`config.mk`:
```
export PLATFORM = sky130hd
export DESIGN_NAME = hash_dispatch_flat
export DESIGN_NICKNAME = d
export VERILOG_FILES = /design/src/rtl/hash_dispatch_pkg.sv /design/src/rtl/hash_dispatch_if.sv /design/src/rtl/hash_dispatch_skid.sv /design/src/rtl/hash_dispatch.sv /design/src/flat_wrapper.sv
export SDC_FILE = /design/constraint.sdc
export NUM_CORES = 1
export LEC_CHECK = 0
export BUFFER_PORTS_ARGS = -buffer_cell sky130_fd_sc_hd__buf_2
export CORE_ASPECT_RATIO = 1.4
export CORE_MARGIN = 5
export CORE_UTILIZATION = 60
export DETAILED_ROUTE_END_ITERATION = 12
export GPL_ROUTABILITY_DRIVEN = 1
export HOLD_SLACK_MARGIN = 0.06
export PLACE_DENSITY = 0.9
export SKIP_CTS_REPAIR_TIMING = 1
export SLEW_MARGIN = 10
export SYNTH_ARGS = -nofsm -noshare
export SYNTH_HDL_FRONTEND = slang
export SYNTH_HIERARCHICAL = 1
export SYNTH_SLANG_ARGS = --single-unit
```
`constraint.sdc`:
```
create_clock -name clk -period 5 [get_ports clk]
set_input_delay 1 -clock clk [delete_from_list [all_inputs] [get_ports clk]]
set_output_delay 1 -clock clk [all_outputs]
set_load 0.005 [all_outputs]
```
`src/rtl/hash_dispatch_pkg.sv`:
```
// Shared types and sizing for the hash dispatch stage.
package hash_dispatch_pkg;

  localparam int unsigned KEY_W           = 32;
  localparam int unsigned ENG_ID_W        = 2;
  localparam int unsigned ENGINE_N        = 1 << ENG_ID_W;
  localparam int unsigned MAX_OUTSTANDING = 2;

  typedef logic [ENG_ID_W-1:0] engine_id_t;

  typedef struct packed {
    logic [KEY_W-1:0] k;
    engine_id_t       h;
  } dispatch_req_t;

  localparam int unsigned REQ_W = $bits(dispatch_req_t);

  // Counter must hold 0..max inclusive.
  function automatic int unsigned cnt_width(input int unsigned max_out);
    return $clog2(max_out + 1);
  endfunction

endpackage

```
`src/rtl/hash_dispatch_if.sv`:
```
// Request, engine-offer, completion and status signals of the dispatch stage.
interface hash_dispatch_if;
  import hash_dispatch_pkg::*;

  logic                    in_vld;
  logic [KEY_W-1:0]        in_k;
  engine_id_t              in_h;
  logic                    in_rdy;
  logic [ENGINE_N-1:0]     out_vld;
  logic [KEY_W-1:0]        out_k;
  logic [ENGINE_N-1:0]     out_rdy;
  logic [ENGINE_N-1:0]     cpl;
  logic                    busy;

  modport slave (
    input  in_vld, in_k, in_h, out_rdy, cpl,
    output in_rdy, out_vld, out_k, busy
  );

  modport master (
    output in_vld, in_k, in_h, out_rdy, cpl,
    input  in_rdy, out_vld, out_k, busy
  );

endinterface

```
`src/rtl/hash_dispatch_skid.sv`:
```
// Generic 2-entry valid/ready FIFO; entry 0 is always the head and keeps
// its last value once drained.
module hash_dispatch_skid #(
  parameter int unsigned W = 8
) (
  input  logic         clk,
  input  logic         rst,
  input  logic         push_vld_i,
  input  logic [W-1:0] push_data_i,
  output logic         push_rdy_o,
  output logic         pop_vld_o,
  output logic [W-1:0] pop_data_o,
  input  logic         pop_rdy_i
);

  logic [1:0]   occ_q, occ_d;
  logic [W-1:0] e0_q, e0_d, e1_q, e1_d;
  logic         push, pop;

  assign push_rdy_o = (occ_q != 2'd2);
  assign pop_vld_o  = (occ_q != 2'd0);
  assign pop_data_o = e0_q;
  assign push       = push_vld_i & push_rdy_o;
  assign pop        = pop_rdy_i & pop_vld_o;

  always_comb begin
    occ_d = occ_q;
    e0_d  = e0_q;
    e1_d  = e1_q;
    unique case ({push, pop})
      2'b10: begin
        if (occ_q == 2'd0) e0_d = push_data_i;
        else               e1_d = push_data_i;
        occ_d = occ_q + 2'd1;
      end
      2'b01: begin
        if (occ_q == 2'd2) e0_d = e1_q;
        occ_d = occ_q - 2'd1;
      end
      // Only reachable at occupancy 1: the new entry becomes the head.
      2'b11:   e0_d = push_data_i;
      default: ;
    endcase
  end

  always_ff @(posedge clk or posedge rst) begin
    if (rst) begin
      occ_q <= 2'd0;
      e0_q  <= '0;
      e1_q  <= '0;
    end else begin
      occ_q <= occ_d;
      e0_q  <= e0_d;
      e1_q  <= e1_d;
    end
  end

endmodule

```
`src/rtl/hash_dispatch.sv`:
```
// Routes hashed keys in order to per-bucket engines under a per-engine
// outstanding-request credit limit.
module hash_dispatch
  import hash_dispatch_pkg::*;
#(
  parameter int unsigned MAX_OUT = MAX_OUTSTANDING
) (
  input logic           clk,
  input logic           arst,
  hash_dispatch_if.slave dp
);

  localparam int unsigned CNT_W = cnt_width(MAX_OUT);

  dispatch_req_t       push_req, head;
  logic [REQ_W-1:0]    head_bits;
  logic                head_vld;
  logic                issue;
  logic [ENGINE_N-1:0] credit_ok, cnt_nz, sel;

  assign push_req = '{k: dp.in_k, h: dp.in_h};

  hash_dispatch_skid #(.W(REQ_W)) u_skid (
    .clk         (clk),
    .rst         (arst),
    .push_vld_i  (dp.in_vld),
    .push_data_i (push_req),
    .push_rdy_o  (dp.in_rdy),
    .pop_vld_o   (head_vld),
    .pop_data_o  (head_bits),
    .pop_rdy_i   (issue)
  );

  assign head       = dispatch_req_t'(head_bits);
  assign sel        = ENGINE_N'(1) << head.h;
  assign dp.out_vld = (head_vld && credit_ok[head.h]) ? sel : '0;
  assign dp.out_k   = head.k;
  assign issue      = |(dp.out_vld & dp.out_rdy);
  assign dp.busy    = head_vld | (|cnt_nz);

  // Per-engine outstanding counters; issue and completion together cancel.
  for (genvar g = 0; g < ENGINE_N; g++) begin : g_eng
    logic [CNT_W-1:0] cnt_q, cnt_d;
    logic             inc, dec;

    assign inc          = issue && (head.h == engine_id_t'(g));
    assign dec          = dp.cpl[g];
    assign credit_ok[g] = (cnt_q < CNT_W'(MAX_OUT));
    assign cnt_nz[g]    = (cnt_q != '0);

    always_comb begin
      cnt_d = cnt_q;
      if (inc && !dec)                     cnt_d = cnt_q + CNT_W'(1);
      else if (dec && !inc && cnt_q != '0) cnt_d = cnt_q - CNT_W'(1);
    end

    always_ff @(posedge clk or posedge arst) begin
      if (arst) cnt_q <= '0;
      else      cnt_q <= cnt_d;
    end

    a_cnt_max: assert property (@(posedge clk) disable iff (arst)
      cnt_q <= CNT_W'(MAX_OUT));
    a_cpl_underflow: assert property (@(posedge clk) disable iff (arst)
      !(dec && !inc && cnt_q == '0));
  end

endmodule

```
`src/flat_wrapper.sv`:
```
// flat-port wrapper written by rule: the top's interface ports become plain ports
module hash_dispatch_flat import hash_dispatch_pkg::*;
#(
  parameter int unsigned MAX_OUT = MAX_OUTSTANDING
)
  (clk, arst, dp_in_vld, dp_in_k, dp_in_h, dp_out_rdy, dp_cpl, dp_in_rdy, dp_out_vld, dp_out_k, dp_busy);
  hash_dispatch_if dp_i ();
  input logic clk;
  input logic arst;
  input wire logic [$bits(dp_i.in_vld)-1:0] dp_in_vld;
  input wire logic [$bits(dp_i.in_k)-1:0] dp_in_k;
  input wire logic [$bits(dp_i.in_h)-1:0] dp_in_h;
  input wire logic [$bits(dp_i.out_rdy)-1:0] dp_out_rdy;
  input wire logic [$bits(dp_i.cpl)-1:0] dp_cpl;
  output wire logic [$bits(dp_i.in_rdy)-1:0] dp_in_rdy;
  output wire logic [$bits(dp_i.out_vld)-1:0] dp_out_vld;
  output wire logic [$bits(dp_i.out_k)-1:0] dp_out_k;
  output wire logic [$bits(dp_i.busy)-1:0] dp_busy;
  assign dp_i.in_vld = dp_in_vld;
  assign dp_i.in_k = dp_in_k;
  assign dp_i.in_h = dp_in_h;
  assign dp_i.out_rdy = dp_out_rdy;
  assign dp_i.cpl = dp_cpl;
  assign dp_in_rdy = dp_i.in_rdy;
  assign dp_out_vld = dp_i.out_vld;
  assign dp_out_k = dp_i.out_k;
  assign dp_busy = dp_i.busy;
  hash_dispatch #(.MAX_OUT(MAX_OUT)) u_core (.clk(clk), .arst(arst), .dp(dp_i));
endmodule
```
# Word-level counts from Yosys, hierarchy flattened
# Cells that the tools add are included.
[word_totals] output_inout_bits=38 input_bits=45 reg_bits=78 word_cells=95
[op_classes] shift=1 n_eq_ne=10 muxes=15 n_bitwise=5 order_cmp=5 reduce_logical=42 add_sub_neg=10
[op_table] op="34-bit case mux with 3 select lines" n=1
[op_table] op="34-bit 2-to-1 mux" n=2
[op_table] op="2-bit nonzero test" n=10
[op_table] op="1-bit logical AND" n=17
[op_table] op="2-bit 2-to-1 mux" n=8
[op_table] op="2-bit by 1-bit adder with 2-bit output (second input constant)" n=5
[op_table] op="2-bit equality test (second input constant)" n=5
[op_table] op="2-bit by 1-bit subtractor with 2-bit output (second input constant)" n=5
[op_table] op="1-bit logical NOT" n=8
[op_table] op="2-bit less-than comparator (second input constant)" n=4
[op_table] op="4-bit OR reduction" n=2
[op_table] op="2-bit != test (second input constant)" n=3
[op_table] op="4-bit bitwise AND" n=1
[op_table] op="2-bit by 1-bit equality test with 1-bit output (second input constant)" n=2
[op_table] op="2-bit logical NOT" n=2
[op_table] op="4-bit 2-to-1 mux" n=1
[op_table] op="2-bit case mux with 2 select lines" n=1
[op_table] op="1-bit by 2-bit << shifter with 4-bit output (first input constant)" n=1
[op_table] op="2-bit by 3-bit less-than comparator with 1-bit output (second input constant)" n=1
[op_table] op="3-bit AND reduction" n=1
[op_table] op="3-bit nonzero test" n=1
[op_table] op="1-bit bitwise AND" n=2
[op_table] op="1-bit binary-select mux with 2-bit select" n=1
[op_table] op="2-bit AND reduction" n=1
[op_table] op="other kinds (3)" n=3

# Longest topological paths before layout
[logic_depth] word_depth=13 ltp_mapped=12 mapped_depth_nobuf=10

# Hierarchy
# Netlist, hierarchy kept.
[modules_own_cells] module="hash_dispatch_skid" n_inst=1 area_per_inst_um2=3867.5 cells_each=368 seq_area_each_um2=1751.7
[modules_own_cells] module="hash_dispatch" n_inst=1 area_per_inst_um2=591.8 cells_each=68 seq_area_each_um2=200.2

# Worst setup path before layout
# No wires, ideal clock.
[synth_timing] path_kind="input -> register" startpoint="input port dp_out_rdy[3]" endpoint="register u_core.u_skid.e0_q[5] (netlist: u_core/u_skid/pop_data_o[5])" n_path_buf=2 required_time_ps=4927 setup_slack_ps=2268 setup_time_ps=73 arrival_time_ps=2658 stages=10 path_cell_list="nand2_1 -> a31o_2 -> o21ai_1 -> nand2_1 -> inv_1 -> ha_1 -> clkbuf_1 -> clkbuf_1 -> a221oi_1 -> a21oi_2"
[synth_via] elab_chain_cells=6 word_cells_on_any_way=11 classes_between="eq/ne: 5; mux: 1; bitwise: 2; reduce/logical: 3"
[synth_lines] item="start, declared" line="flat_wrapper.sv:13" rtl="input wire logic [$bits(dp_i.out_rdy)-1:0] dp_out_rdy;"
[synth_lines] item="4-bit bitwise AND *" line="hash_dispatch.sv:38" rtl="assign issue = |(dp.out_vld & dp.out_rdy);"
[synth_lines] item="4-bit OR reduction *" line="hash_dispatch.sv:38"
[synth_lines] item="named net u_core.issue" line="hash_dispatch.sv:18" rtl="logic issue;"
[synth_lines] item="1-bit bitwise AND *" line="hash_dispatch_skid.sv:24" rtl="assign pop = pop_rdy_i & pop_vld_o;"
[synth_lines] item="2-bit by 1-bit equality test with 1-bit output / 2-bit equality test (equally long branches)" line="hash_dispatch_skid.sv:30" rtl="unique case ({push, pop})"
[synth_lines] item="2-bit != test (no line) / 3-bit nonzero test (equally long branches)"
[synth_lines] item="3-bit AND reduction (no line)"
[synth_lines] item="end signal, assigned" line="hash_dispatch_skid.sv:49" rtl="e0_q <= '0;"
[synth_lines] item="end signal, assigned" line="hash_dispatch_skid.sv:53" rtl="e0_q <= e0_d;"
[synth_lines] item="end, declared" line="hash_dispatch_skid.sv:17" rtl="logic [W-1:0] e0_q, e0_d, e1_q, e1_d;"
# The timed path passes the listed nets; every way through them passes the cells marked *.
# A chain may end at the register's enable or synchronous reset.

# Worst setup path after layout
[layout_timing] startpoint="register u_core.u_skid.occ_q[1]" endpoint="register u_core.u_skid.e0_q[2] (netlist: u_core/u_skid/pop_data_o[2])"
[layout_via] elab_chain_cells=9 word_cells_on_any_way=18 classes_between="eq/ne: 7; mux: 2; bitwise: 3; reduce/logical: 6"
[layout_lines] item="start, declared" line="hash_dispatch_skid.sv:16" rtl="logic [1:0] occ_q, occ_d;"
[layout_lines] item="start signal, assigned" line="hash_dispatch_skid.sv:48" rtl="occ_q <= 2'd0;"
[layout_lines] item="start signal, assigned" line="hash_dispatch_skid.sv:52" rtl="occ_q <= occ_d;"
[layout_lines] item="2-bit nonzero test *" line="hash_dispatch_skid.sv:21" rtl="assign pop_vld_o = (occ_q != 2'd0);"
[layout_lines] item="named net u_core.head_vld" line="hash_dispatch.sv:17" rtl="logic head_vld;"
[layout_lines] item="1-bit logical AND *" line="hash_dispatch.sv:36" rtl="assign dp.out_vld = (head_vld && credit_ok[head.h]) ? sel : '0;"
[layout_lines] item="4-bit 2-to-1 mux *" line="hash_dispatch.sv:36"
[layout_lines] item="4-bit bitwise AND *" line="hash_dispatch.sv:38"
[layout_lines] item="4-bit OR reduction *" line="hash_dispatch.sv:38"
[layout_lines] item="named net u_core.issue" line="hash_dispatch.sv:18"
[layout_lines] item="1-bit bitwise AND *" line="hash_dispatch_skid.sv:24"
[layout_lines] item="2-bit by 1-bit equality test with 1-bit output / 2-bit equality test (equally long branches)" line="hash_dispatch_skid.sv:30"
[layout_lines] item="2-bit != test (no line) / 3-bit nonzero test (equally long branches)"
[layout_lines] item="3-bit AND reduction (no line)"
# Marks and branches as above.

==> flow_metrics.tcl <==
set metrics [dict create \
    maximum_number_of_pins_on_one_net_before_global_route_repair 107 \
    core_region_area_um2 7310 \
    drt-vias-per-instance 6.25 \
    yosys_register_bits 78 \
    hold_class "flop to flop" \
    crit_path_top_delay_cell "or3_1" \
    die-area_um2 9280 \
    synth_edf_count 0 \
    ys_async_sr_fraction 1.00 \
    power.switching_w 0.00143 \
    ys_dominant_reg_cell "dfrtp_1" \
    postSynthNetCount 483 \
    global_route_usage_sum 0.232 \
    cell_count_after_placement 580 \
    drt_iter0_markers 340 \
    highest_count_cells_in_the_layout_ignoring_fill_and_taps "buf_2, dfrtp_1, nand2b_1" \
    share_comb_of_total_power 0.519 \
    syn_to_final_growth_pct 13.9 \
    seq_area_frac_synth 0.438 \
    syn-cell-area_um2 4460 \
    fp.dieW_um 82.9 \
    initial_antenna_violation_count 0 \
    critical-path-max-stage-delay_ns 0.64 \
    grt_first_pass_wirelength_um 17700 \
    period_needed_ns 3.47 \
    yosysWarningCount 6 \
    internal_power_w 0.00212 \
    critical_path_required_ns 5.27 \
    layout.cells.most_common "buf_2" \
    finalNonFillerCells 596 \
    endpoint_kind "flop" \
    number_of_buffers_created_by_cts 9 \
    syn_inst 436 \
    cp_max_fo 35 \
    place_area_um2 4860 \
    slew_headroom 0.225 \
    antenna-diode-count 0 \
    route.final.wire_length_um 10600 \
    share_seq_of_total_power 0.339 \
    global_route.overflow_total 0 \
    setup.worst_path.start "u_core/u_skid/occ_q[1]" \
    worst-slew-pin-transition_ns 1.16 \
    via_count_of_the_first_global_routing_pass 3633 \
    floorplan.initialDensity 0.610 \
    insertion_delay_ns 0.35 \
    clock_tree.htree_level_count 3 \
    cts-root-buf "clkbuf_8" \
    fmax_mhz 288 \
    slew_violations 0 \
    port-buffer-count 82 \
    cts_tree "built" \
    final_core_util 0.694 \
    drc 0 \
    cap_viol_max_count 0 \
    fraction_of_layout_cells_with_a_size_suffix_above_1 0.373 \
    timing.hold.worst.start "u_core/u_skid/e1_q[14]" \
    die-height_um 112 \
    critPathLaunchType "flop" \
    drt_pass1_iterations 6 \
    report.final.hold_viol_count 0 \
    mean_area_per_synthesized_cell_um2 10.2 \
    clock_power_share 0.143 \
    route.antenna.remaining_nets 0 \
    timing.final.crit_share 0.693 \
    worst_clock_skew_ns 0.0152 \
    outcome "finished, final reports clean" \
    power_per_cell_area_nw_per_um2 699 \
    std_cell_rows 37 \
    fin_nets 541 \
    worst-setup-path-type "flop to flop" \
    p_sw_frac 0.403 \
    synth_cell_type_count 47 \
    p_leak_nw 2.14 \
    grt_setup_unrepaired "no" \
    max-clock-path-buffers 2 \
    dp_hpwl_um 6910 \
    regToRegStartpoint "u_core/u_skid/occ_q[1]" \
    total_power_w 0.00355 \
    numClockSinks 78 \
    vias 3725 \
    crit_path_cell_trace "or2_2 -> and3b_1 -> a32oi_1 -> o21ai_1 -> nand2_1 -> ha_1 -> and3b_1 -> buf_4 -> or3_1 -> buf_4 -> a21oi_1" \
    place.gp.congestion 0.862 \
    wl_per_cell_um 17.8 \
    ios 83 \
    finish.instance_area_um2 5080 \
    setup_viol 0 \
    final.setup.tns_ns 0 \
    cts.reportedPaths.clkPinSlew_ns 0.09 \
    worst-endpoint-arrival_ns 3.74 \
    maximum_ir_drop_on_the_vdd_rail_mv 0.413 \
]
metrics by stage:
stage | setup slack, ns | hold WS (ns)
floorplan | 2.23 | 0.479
CTS | 1.58 | 0.512
global route | 1.38 | 0.526
global placement | 1.48 | 0.488
detailed placement | 1.27 | 0.495
finish | 1.53 | 0.512
power groups by stage:
stage	Sequential [W]	Combinational, W	Clock, W
after floorplan	0.00113	0.00143	0
after global placement	0.00118	0.00175	0
after detailed placement	0.00120	0.00182	0
after CTS	0.00119	0.00184	0.000517
after global routing	0.00124	0.00203	0.000552
final	0.00120	0.00184	0.000507
synthesized netlist by cell type, drive strengths merged, types with 3 or more instances:
master / count / area share
mux2: 34 / 0.086
nor2b: 37 / 0.052
o21ai: 6 / 0.0067
or2: 35 / 0.049
clkbuf: 32 / 0.027
dfrtp: 78 / 0.44
a221oi: 34 / 0.067
o32ai: 34 / 0.067
nand2b: 39 / 0.055
inv: 8 / 0.0067
nand3: 4 / 0.0045
buf: 12 / 0.019
nand2: 7 / 0.0059
a21oi: 36 / 0.043
and3b: 3 / 0.0059
nor2: 4 / 0.0034
final timing paths:
kind	to	slack, ns	depth (start not counted)
setup reg to reg	u_core/u_skid/pop_data_o[2]	1.53	11
hold / removal	u_core/u_skid/e1_q[14]	0.51	1
hold reg to reg	u_core/u_skid/e1_q[14]	0.51	1
min in group asynchronous	u_core/g_eng[0].cnt_q[0]	0.61	2
max in group asynchronous	u_core/u_skid/occ_q[0]	3.43	3
setup / recovery	u_core/u_skid/pop_data_o[2]	1.53	11
cell type report:
class	count	area (µm²)
multi-input cells	306	2280
fillers	557	2240
flip-flops and latches	78	1950
repair buffers	91	478
clock buffers	10	128
well taps	97	121
clock inverters	6	86.3
inverters	8	30.0
logic make-up after synthesis:
| family | after synthesis | share of synthesized area |
|---|---|---|
| muxes | 35 | 0.0881 |
| AOI/OAI and AO/OA | 122 | 0.205 |
| and+or+nand+nor | 143 | 0.203 |
| buffers and inverters | 52 | 0.0527 |
| adders and majority gates | 2 | 0.00561 |
| xor gates and xnor gates | 4 | 0.00786 |
| DFF | 78 | 0.438 |
flip-flops by register name, summed over array words and instances (netlist names):
register,cells
u_core/u_skid/pop_data_o,34
u_core/u_skid/e1_q,34
u_core/g_eng.cnt_q,8
u_core/u_skid/occ_q,2
per-layer routing:
layer	track usage	part of all wire	up-vias
met5	0	0	-
met4	0.105	0.028	0
met3	0.0466	0.054	24
met2	0.364	0.50	146
met1	0.310	0.42	1826
li1	-	-	1729
critical path, delay by kind of cell, from the launching register on:
kind,cells,cell delay (ns)
adders and majority gates,1,0.25
DFF,1,0.43
buffers and inverters,2,0.58
and+or+nand+nor,5,1.58
AOI/OAI and AO/OA,3,0.54
No activity file was read; power rests on OpenSTA's default activity.
